`src/rtl/mux_sel_arbiter_pkg.sv`:
```
// Shared definitions for the one-hot bus-select arbiter: state encoding,
// select-word convention and a small index helper.
package mux_sel_arbiter_pkg;

    localparam logic [1:0] IDLE  = 2'd0;
    localparam logic [1:0] GRANT = 2'd1;
    localparam logic [1:0] GAP   = 2'd2;

    // Encoding 2'd3 is unused; the FSM maps it back to IDLE.
    typedef enum logic [1:0] {
        S_IDLE  = IDLE,
        S_GRANT = GRANT,
        S_GAP   = GAP
    } state_t;

    // Select word: bit i drives source i onto the bus; all-zero means released.
    localparam bit SEL_RELEASED = 1'b0;

    function automatic int unsigned wrap_inc(input int unsigned idx, input int unsigned n);
        return (idx + 1 >= n) ? 0 : idx + 1;
    endfunction

endpackage

```
`src/rtl/mux_sel_arbiter_if.sv`:
```
// Request/select bundle between the sources and the arbiter; the arbiter
// side drives the select word, owner index and timeout pulse.
interface mux_sel_arbiter_if #(
    parameter int N_SRC = 2
);
    localparam int IDXW = (N_SRC > 1) ? $clog2(N_SRC) : 1;

    logic [N_SRC-1:0] iReq;
    logic [N_SRC-1:0] oSelect;
    logic             oValid;
    logic [IDXW-1:0]  oOwner;
    logic             oTimeout;

    modport master (
        input  iReq,
        output oSelect,
        output oValid,
        output oOwner,
        output oTimeout
    );

    modport slave (
        output iReq,
        input  oSelect,
        input  oValid,
        input  oOwner,
        input  oTimeout
    );

endinterface

```
`src/rtl/mux_sel_arbiter_rr_pick.sv`:
```
// Combinational round-robin picker: first set request at or above the
// pointer, wrapping to the lowest set request otherwise.
module rr_pick #(
    parameter int N_SRC = 2,
    parameter int IDXW  = (N_SRC > 1) ? $clog2(N_SRC) : 1
) (
    input  logic [N_SRC-1:0] req,
    input  logic [IDXW-1:0]  ptr,
    output logic [N_SRC-1:0] onehot,
    output logic [IDXW-1:0]  idx,
    output logic             any
);

    logic [N_SRC-1:0] upper;
    logic [N_SRC-1:0] cand;

    genvar gi;
    generate
        for (gi = 0; gi < N_SRC; gi++) begin : g_mask
            assign upper[gi] = req[gi] & (IDXW'(gi) >= ptr);
        end
    endgenerate

    assign any  = |req;
    assign cand = (|upper) ? upper : req;

    // Scanning downward lets the lowest set candidate win.
    always_comb begin
        idx = '0;
        for (int i = N_SRC - 1; i >= 0; i--) begin
            if (cand[i]) begin
                idx = IDXW'(i);
            end
        end
    end

    generate
        for (gi = 0; gi < N_SRC; gi++) begin : g_onehot
            assign onehot[gi] = any & (idx == IDXW'(gi));
        end
    endgenerate

endmodule

```
`src/rtl/mux_sel_arbiter.sv`:
```
// Round-robin owner arbiter for a shared bus with grant-hold timeout and a
// one-cycle release gap; all outputs come straight from registers.
module mux_sel_arbiter
    import mux_sel_arbiter_pkg::*;
#(
    parameter int N_SRC    = 2,
    parameter int MAX_HOLD = 16
) (
    input  logic               clk,
    input  logic               rst_n,
    mux_sel_arbiter_if.master  bus
);

    localparam int IDXW = (N_SRC > 1) ? $clog2(N_SRC) : 1;
    localparam int CNTW = (MAX_HOLD > 1) ? $clog2(MAX_HOLD) : 1;
    localparam logic [CNTW-1:0] HOLD_LAST = CNTW'(MAX_HOLD - 1);

    state_t           state_reg,   state_next;
    logic [CNTW-1:0]  cnt_reg,     cnt_next;
    logic [IDXW-1:0]  ptr_reg,     ptr_next;
    logic [IDXW-1:0]  owner_reg,   owner_next;
    logic [N_SRC-1:0] select_reg,  select_next;
    logic             valid_reg,   valid_next;
    logic             timeout_reg, timeout_next;

    logic [N_SRC-1:0] pick_onehot;
    logic [IDXW-1:0]  pick_idx;
    logic             pick_any;
    logic             owner_req;

    rr_pick #(
        .N_SRC (N_SRC),
        .IDXW  (IDXW)
    ) u_pick (
        .req    (bus.iReq),
        .ptr    (ptr_reg),
        .onehot (pick_onehot),
        .idx    (pick_idx),
        .any    (pick_any)
    );

    assign owner_req = |(bus.iReq & select_reg);

    always_ff @(posedge clk) begin
        if (!rst_n) begin
            state_reg   <= S_IDLE;
            cnt_reg     <= '0;
            ptr_reg     <= '0;
            owner_reg   <= '0;
            select_reg  <= '0;
            valid_reg   <= 1'b0;
            timeout_reg <= 1'b0;
        end else begin
            state_reg   <= state_next;
            cnt_reg     <= cnt_next;
            ptr_reg     <= ptr_next;
            owner_reg   <= owner_next;
            select_reg  <= select_next;
            valid_reg   <= valid_next;
            timeout_reg <= timeout_next;
        end
    end

    always_comb begin
        state_next   = state_reg;
        cnt_next     = '0;
        ptr_next     = ptr_reg;
        owner_next   = '0;
        select_next  = {N_SRC{SEL_RELEASED}};
        valid_next   = 1'b0;
        timeout_next = 1'b0;

        case (state_reg)
            S_IDLE, S_GAP: begin
                if (pick_any) begin
                    state_next  = S_GRANT;
                    owner_next  = pick_idx;
                    select_next = pick_onehot;
                    valid_next  = 1'b1;
                    ptr_next    = IDXW'(wrap_inc(32'(pick_idx), N_SRC));
                end else begin
                    state_next = S_IDLE;
                end
            end
            S_GRANT: begin
                // A release on the last allowed cycle is a normal release, not a timeout.
                if (!owner_req) begin
                    state_next = S_GAP;
                end else if (cnt_reg == HOLD_LAST) begin
                    state_next   = S_GAP;
                    timeout_next = 1'b1;
                end else begin
                    cnt_next    = cnt_reg + CNTW'(1);
                    owner_next  = owner_reg;
                    select_next = select_reg;
                    valid_next  = 1'b1;
                end
            end
            default: begin
                state_next = S_IDLE;
            end
        endcase
    end

    assign bus.oSelect  = select_reg;
    assign bus.oValid   = valid_reg;
    assign bus.oOwner   = owner_reg;
    assign bus.oTimeout = timeout_reg;

endmodule

```
`src/flat_wrapper.sv`:
```
// flat-port wrapper written by rule: the top's interface ports become plain ports
module mux_sel_arbiter_flat import mux_sel_arbiter_pkg::*;
#(
    parameter int N_SRC    = 2,
    parameter int MAX_HOLD = 16
)
  (clk, rst_n, bus_iReq, bus_oSelect, bus_oValid, bus_oOwner, bus_oTimeout);
  mux_sel_arbiter_if #(.N_SRC(N_SRC)) bus_i ();
  input  logic clk;
  input  logic rst_n;
  input wire logic [$bits(bus_i.iReq)-1:0] bus_iReq;
  output wire logic [$bits(bus_i.oSelect)-1:0] bus_oSelect;
  output wire logic [$bits(bus_i.oValid)-1:0] bus_oValid;
  output wire logic [$bits(bus_i.oOwner)-1:0] bus_oOwner;
  output wire logic [$bits(bus_i.oTimeout)-1:0] bus_oTimeout;
  assign bus_i.iReq = bus_iReq;
  assign bus_oSelect = bus_i.oSelect;
  assign bus_oValid = bus_i.oValid;
  assign bus_oOwner = bus_i.oOwner;
  assign bus_oTimeout = bus_i.oTimeout;
  mux_sel_arbiter #(.N_SRC(N_SRC), .MAX_HOLD(MAX_HOLD)) u_core (.clk(clk), .rst_n(rst_n), .bus(bus_i));
endmodule
```
`config.mk`:
```
export PLATFORM = sky130hd
export DESIGN_NAME = mux_sel_arbiter_flat
export DESIGN_NICKNAME = d
export VERILOG_FILES = /design/src/rtl/mux_sel_arbiter_pkg.sv /design/src/rtl/mux_sel_arbiter_if.sv /design/src/rtl/mux_sel_arbiter_rr_pick.sv /design/src/rtl/mux_sel_arbiter.sv /design/src/flat_wrapper.sv
export SDC_FILE = /design/constraint.sdc
export NUM_CORES = 1
export LEC_CHECK = 0
export CELL_PAD_IN_SITES_DETAIL_PLACEMENT = 1
export CELL_PAD_IN_SITES_GLOBAL_PLACEMENT = 2
export CORE_MARGIN = 2
export CORE_UTILIZATION = 25
export CTS_CLUSTER_SIZE = 14
export DETAILED_ROUTE_END_ITERATION = 12
export PLACE_DENSITY = 0.75
export SYNTH_ARGS = -nofsm -noshare
export SYNTH_HDL_FRONTEND = slang
export SYNTH_SLANG_ARGS = --single-unit
export TNS_END_PERCENT = 100
```
`constraint.sdc`:
```
create_clock -name clk -period 1 [get_ports clk]
set_input_delay 0.15 -clock clk [delete_from_list [all_inputs] [get_ports clk]]
set_output_delay 0.15 -clock clk [all_outputs]
set_load 0.05 [all_outputs]
```
* Word level (Yosys, flattened, before mapping) *
Index checks and enable logic that the tools add are counted.
W data, S select, Z words.

word-level totals
  input port bits = 4
  logic and storage cells = 54
  register bits = 12
  output and inout bits = 5

cells by class
  eq/ne operators = 4
  add/sub/neg operators = 2
  reductions and logical operators = 8
  muxes and demuxes = 21
  order comparisons = 3
  bitwise operators = 9

operators by type and width
  cell                   number
  $mux W2                6
  $mux W1                11
  $pmux W2 S2            2
  $reduce_or A2 Y1       4
  $add A4 B1 Y4 const B  1
  $and A1 B1 Y1          4
  $eq A4 B4 Y1 const B   1
  $not A1 Y1             4
  $pmux W1 S2            2
  $reduce_or A4 Y1       1
  $ne A3 B3 Y1 const B   1
  $reduce_and A3 Y1      1
  $add A1 B1 Y2 const B  1
  $and A2 B2 Y2          1
  $eq A2 B1 Y1 const B   1
  $eq A2 B2 Y1 const B   1
  $ge A1 B1 Y1 const A   2
  $ge A2 B2 Y1 const B   1
  $logic_not A2 Y1       1
  $reduce_and A2 Y1      1

* Longest topological paths before layout *
Gate-level depths: netlist of run 1.

  word-level depth = 10
  depth in mapped cells = 4

* Hierarchy *
A second synthesis of run 1 with hierarchy kept.

second synthesis, totals
  cells, all modules = 42
  area total of the unflattened synthesis = 444.2 um2

modules (own cells, without submodules)
  module           instances  area an instance (um2)  cells an instance  sequential area each (um2)
  mux_sel_arbiter  1          411.6                   37                 240.2
  rr_pick          1          32.5                    5                  0.0

* Worst setup path before layout of run 1 *
No wires, ideal clock.

  kind = register to register
  start = reg u_core.select_reg[1] (netlist: u_core.bus.oSelect[1])
  end = reg u_core.select_reg[0] (netlist: u_core.bus.oSelect[0])
  setup slack = -0.259 ns
  library setup time = 0.117 ns
  required time = 0.883 ns
  data arrival time = 1.142 ns
  stages on the path, launching flop included = 4
  cells stage by stage = dfxtp_1 -> a22o_1 -> and3_4 -> a32o_1

between the ends
  longest elaborated chain between the ends = 4
  elaborated cells between the ends (all ways) = 5

RTL lines
  what                      RTL line               source
  start: declaration        mux_sel_arbiter.sv:22  logic [N_SRC-1:0] select_reg, select_next;
  start signal: assignment  mux_sel_arbiter.sv:58  select_reg <= select_next;
  $and A2 B2 Y2 *           mux_sel_arbiter.sv:42  assign owner_req = |(bus.iReq & select_reg);
  $reduce_or A2 Y1 *        mux_sel_arbiter.sv:42
  $mux W2                   mux_sel_arbiter.sv:87  if (!owner_req) begin
  $pmux W2 S2               mux_sel_arbiter.sv:73  case (state_reg)

Mark *: on every way between the ends. The rest lies on a longest branch, timed or not.
A chain may end at the register's enable or synchronous reset.

==> results of run 1 <==
==> layout make-up <==
cell class / instances / share of cell area [%]
tap: 16 / 2.74
multi-input combinational: 27 / 28.9
sequential: 11 / 31.7
timing repair buffer: 22 / 33.0
clock buffer: 4 / 3.60
==> placed cells by master, fill, tap and decap left out <==
cell / instances
xnor2_1: 1
buf_4: 12
dlygate4sd2_1: 1
clkdlybuf4s50_1: 2
nand2_1: 4
nor2_1: 4
a21boi_1: 1
nand3_1: 1
o21ai_0: 1
and2_1: 2
dfxtp_2: 3
a22o_1: 1
dfxtp_4: 2
clkbuf_1: 1
xor2_1: 1
a32o_1: 2
and3b_2: 1
buf_12: 5
clkbuf_4: 3
nor2b_2: 1
nand2b_4: 1
ha_4: 1
o2bb2ai_1: 1
or2b_1: 1
nand3_2: 2
dfxtp_1: 6
buf_6: 2
and3_4: 1
==> final timing paths <==
kind / end / slack [ps] / depth (start not counted)
min reg2reg: u_core.cnt_reg[0] / 530 / 2
max: u_core.bus.oSelect[1] / -50 / 4
max reg2reg: u_core.bus.oSelect[1] / -40 / 3
min: u_core.bus.oSelect[0] / 330 / 2
==> through the flow <==
stage | hold WS (ps) | setup TNS (ps)
after floorplan | 272 | -268
after global routing | 342 | -398
after global placement | 507 | -3000
after detailed placement | 518 | -3350
final | 327 | -187
after CTS | 323 | -355
==> logic make-up after synthesis <==
logic type | count (synthesis)
and+or+nand+nor | 18
DFF | 11
AOI/OAI and AO/OA | 6
xor gates and xnor gates | 2
buffers and inverters | 1
adders and majority gates | 1
==> where the power goes <==
part | switching [uW] | internal, uW | total [uW]
logic | 82.3 | 104 | 187
clock network | 159 | 154 | 313
registers | 11.9 | 456 | 468
==> per-layer routing <==
layer / track usage, % / wire length [um] / up-vias / part of all wire [%]
met5: 0 / 0 / - / 0
met4: 10.9 / 27 / 0 / 3.0
met3: 2.45 / 25 / 4 / 2.7
met2: 17.4 / 423 / 8 / 46
met1: 13.7 / 436 / 177 / 48
li1: - / - / 185 / -
==> what timing repair did <==
item | in CTS | in global routing
setup endpoints to repair | 12 | 13
pin swaps | 1 | 1
resized for setup | 8 | 6
==> summary.txt, run 1 <==
outcome: finished, violations left
failing checks: negative setup slack
# diodes: 0
count of cell types in the netlist: 19
clock buffer depth: 2
clk sinks: 11
most frequent cell after synthesis: dfxtp_1
Avg Inst Size Synth: 10.4 um^2
final instance area: 731 um^2
Worst Tran Pin Value: 168 ps
Crit. End Element: flop
first-pass GRT wire length: 1590 um
WP data required: 1170 ps
post-synthesis simple-gate area fraction: 24.1%
vias in the first global route: 387
chip height: 44.3 um
antenna violations before repair: 0
commonest cells in the netlist: dfxtp_1 (11), nand2_1 (4), nor2_1 (4)
Seq. cell area: 231 um^2
Static Leak: 0.000309 uW
Worst VDD drop: 0.548 mV
DR iter-0 viols: 3
RSZ-0062 raised after global routing: yes
maxcap violations: 0
die area: 1960 um^2
antenna-violating nets left: 0
post-layout util: 48.5%
Crit path largest cell delay: 430 ps
# rows: 14
Worst-path clk slew: 80 ps
Synth Area in XOR/XNOR: 4.32%
EDFF count, synth: 0
Crit path arrival time: 1220 ps
CTS tree: yes
via count: 374
WP buf/inv: 1
Non-Filler Instances: 80
CP max stage cell: clkdlybuf4s50_1
drt total wl: 913 um
Primary FF master, synth: dfxtp_1
number of fill cells: 166
layout cells sized above 1: 53.1%
GP Congestion: 0.695
top cells by area, synth: dfxtp_1 (54%), a32o_1 (4.9%), nand3_1 (3.7%)
area share of the largest cell type after synthesis: 54.3%
Compound-Gate Fraction of Synth Area: 12.3%
Yosys reg bits: 11
worst hold start: bus_iReq[0]
Largest register FFs: 4
Inserted Clock Buffers: 3
total gr overflow: 0
drt first pass iters: 2
async set-reset flop share out of synthesis: 0%
CTS Hold Bufs: 0
combinational family with the most area after synthesis: simple AND/OR/NAND/NOR gates
Worst path top cell family by delay: simple AND/OR/NAND/NOR gates
Port Buffers: 8
Worst Setup Start Kind: input pin
Post-CTS Setup Inserts: 0
period utilization: 105%
dpl cells: 76
drt wl/cell: 11.4 um
Clock Latency Late Sink: 270 ps
Worst Slack Setup Final: -54.2 ps
mux share of post-synthesis cell area: 0%
Core Region: 1510 um^2
DR vias/cell: 4.68
cell count after synthesis: 39
HPWL after detailed placement: 713 um
sequential area share after synthesis: 54.3%
multi-input logic area: 211 um^2
relative slew slack: 88.7%
total power draw: 968 uW
reg2reg start: u_core.bus.oSelect[0]
Synth Area in Adders: 3.09%
Worst setup startpoint: rst_n
area delta synth->final: 80.2%
clock root buffer: clkbuf_4
Setup-failing EPs final: 5
post-layout minimum cycle time: 1050 ps
Min-Delay Path Class: in -> reg
All-Layer GR Usage: 11.6%
Power Dens Cells: 1320 nW/um^2
Yosys warning total: 0
layout net count: 70
crit path max fanout: 4
max-slew violation count: 0
IO Pins: 9
crit path kind: in -> reg
Yosys top cell by area: dfxtp_1
synthesized cell area: 405 um^2
Mapped Nets: 44
Worst Skew: 6.00 ps
f_max: 0.949 GHz
cells along the critical path: clkdlybuf4s50_1, and3b_2, and3_4, a32o_1
# DRC: 0
Area after DPL: 661 um^2
Initial Util: 26.9%
pre-CTS WS: -349 ps
deepest level of the CTS H-tree: 1
largest net degree at the start of global routing: 7
Chip Width: 44.3 um
Final Hold Viols: 0
(Power assumes the default switching activity.)
==> run 2: changes to the inputs <==
- CELL_PAD_IN_SITES_DETAIL_PLACEMENT: 1 -> not set
- CELL_PAD_IN_SITES_GLOBAL_PLACEMENT: 2 -> not set
- CORE_AREA: not set -> 2 2 39 41
- CORE_MARGIN: 2 -> not set
- CORE_UTILIZATION: 25 -> not set
- DIE_AREA: not set -> 0 0 41 43
- PLACE_DENSITY: 0.75 -> 0.62
==> summary.txt, run 2 (synthesis results as in run 1) <==
outcome: finished, violations left
failing checks: negative setup slack
cells along the critical path: a22o_1, and3_4, a32o_1
RSZ-0062 raised after global routing: yes
post-layout util: 51.4%
f_max: 0.965 GHz
antenna-violating nets left: 0
Crit path largest cell delay: 350 ps
# rows: 14
chip height: 43 um
commonest cells after routing, fill and taps aside: buf_4 (11), dfxtp_1 (7), buf_12 (5), nor2_1 (4), nand2_1 (4)
Port Buffers: 8
crit path kind: reg -> reg
Setup-failing EPs final: 5
# diodes: 0
Worst Skew: 3.63 ps
Worst Setup Start Kind: flop
Min Hold Slack: 165 ps
IO Pins: 9
Static Leak: 0.000306 uW
Non-Filler Instances: 78
clock root buffer: clkbuf_4
Final Hold Viols: 0
Worst setup startpoint: u_core.bus.oSelect[1]
Min-Delay Path Class: in -> reg
CP max stage cell: dfxtp_4
Seq. cell area: 230 um^2
max-slew violation count: 0
WP data required: 1150 ps
layout cells sized above 1: 46.8%
drt first pass iters: 3
WP buf/inv: 0
commonest non-fill, non-tap cell in the layout: buf_4
Worst Slack Setup Final: -35.7 ps
pre-CTS WS: -314 ps
HPWL after detailed placement: 651 um
relative slew slack: 82.3%
DR vias/cell: 4.38
post-layout minimum cycle time: 1040 ps
first-pass GRT wire length: 1380 um
DR iter-0 viols: 4
clk sinks: 11
clock buffer depth: 2
total power draw: 945 uW
Chip Width: 41 um
die area: 1760 um^2
worst hold start: rst_n
Worst-path clk slew: 70 ps
Crit. End Element: flop
crit path max fanout: 3
dpl cells: 73
multi-input logic area: 210 um^2
Initial Util: 29.3%
Worst Tran Pin Value: 263 ps
number of fill cells: 130
Crit path arrival time: 1190 ps
Worst VDD drop: 0.447 mV
All-Layer GR Usage: 11.6%
deepest level of the CTS H-tree: 1
reg2reg start: u_core.bus.oSelect[1]
drt wl/cell: 10.5 um
Core Region: 1380 um^2
layout net count: 68
total gr overflow: 0
largest net degree at the start of global routing: 7
# DRC: 0
maxcap violations: 0
drt total wl: 819 um
Worst path top cell family by delay: compound AO/OA/AOI/OAI gates
period utilization: 104%
Inserted Clock Buffers: 3
Power Dens Cells: 1330 nW/um^2
antenna violations before repair: 0
Largest register FFs: 4
CTS tree: yes
Clock Latency Late Sink: 260 ps
area delta synth->final: 75.6%
vias in the first global route: 339
GP Congestion: 0.661
via count: 342
==> run 2: cell types whose count changed in the layout (fill, tap and decap cells not counted), sizes merged <==
cell and change:
buf -2, clkdlybuf4s50 -1, dlymetal6s2s +1
==> run 2: path summary, 6_finish.rpt <==
path,endpoint,slack [ps],depth (start not counted)
worst max register to register,u_core.bus.oSelect[1],-40,3
worst min register to register,u_core.cnt_reg[0],530,2
worst max-delay path,u_core.bus.oSelect[1],-40,3
worst min-delay path,u_core.ptr_reg,170,2
==> run 2: area by class of cell <==
| type | count | area share [%] |
|---|---|---|
| tap | 16 | 2.81 |
| clock buffer | 4 | 3.69 |
| sequential | 11 | 32.3 |
| timing repair buffer | 20 | 31.6 |
| multi-input combinational | 27 | 29.5 |
==> run 2: worst register-to-register path, stage by stage, from the launching register on <==
cell     delay [ps]
dfxtp_4         350
a22o_1          210
and3_4          180
a32o_1          200
==> run 2: layer usage <==
layer / up-vias / GRT usage [%] / share of wire [%]
met4: 0 / 6.00 / 0
li1: 180 / - / -
met3: 0 / 3.14 / 3.4
met1: 156 / 15.9 / 50
met2: 6 / 15.9 / 47
met5: - / 0 / 0
==> run 2: timing repair <==
item | 4_1_cts | 5_1_grt
resized for setup | 8 | 4
setup buffers | 1 | 0
pin swaps | 3 | 1
hold buffers | 0 | 0
setup endpoints to repair | 11 | 10
==> run 2: stage by stage <==
step           setup TNS, ps  area [um^2]
2_1_floorplan           -268          413
5_1_grt                 -329          712
6_report                -140          712
4_1_cts                 -161          699
3_5_place_dp           -3050          638
3_3_place_gp           -2810          638
==> run 2: power breakdown <==
part           switching [uW]  internal, uW
sequential               12.1           456
combinational            83.3          96.0
clock                     144           154
total                     239           706
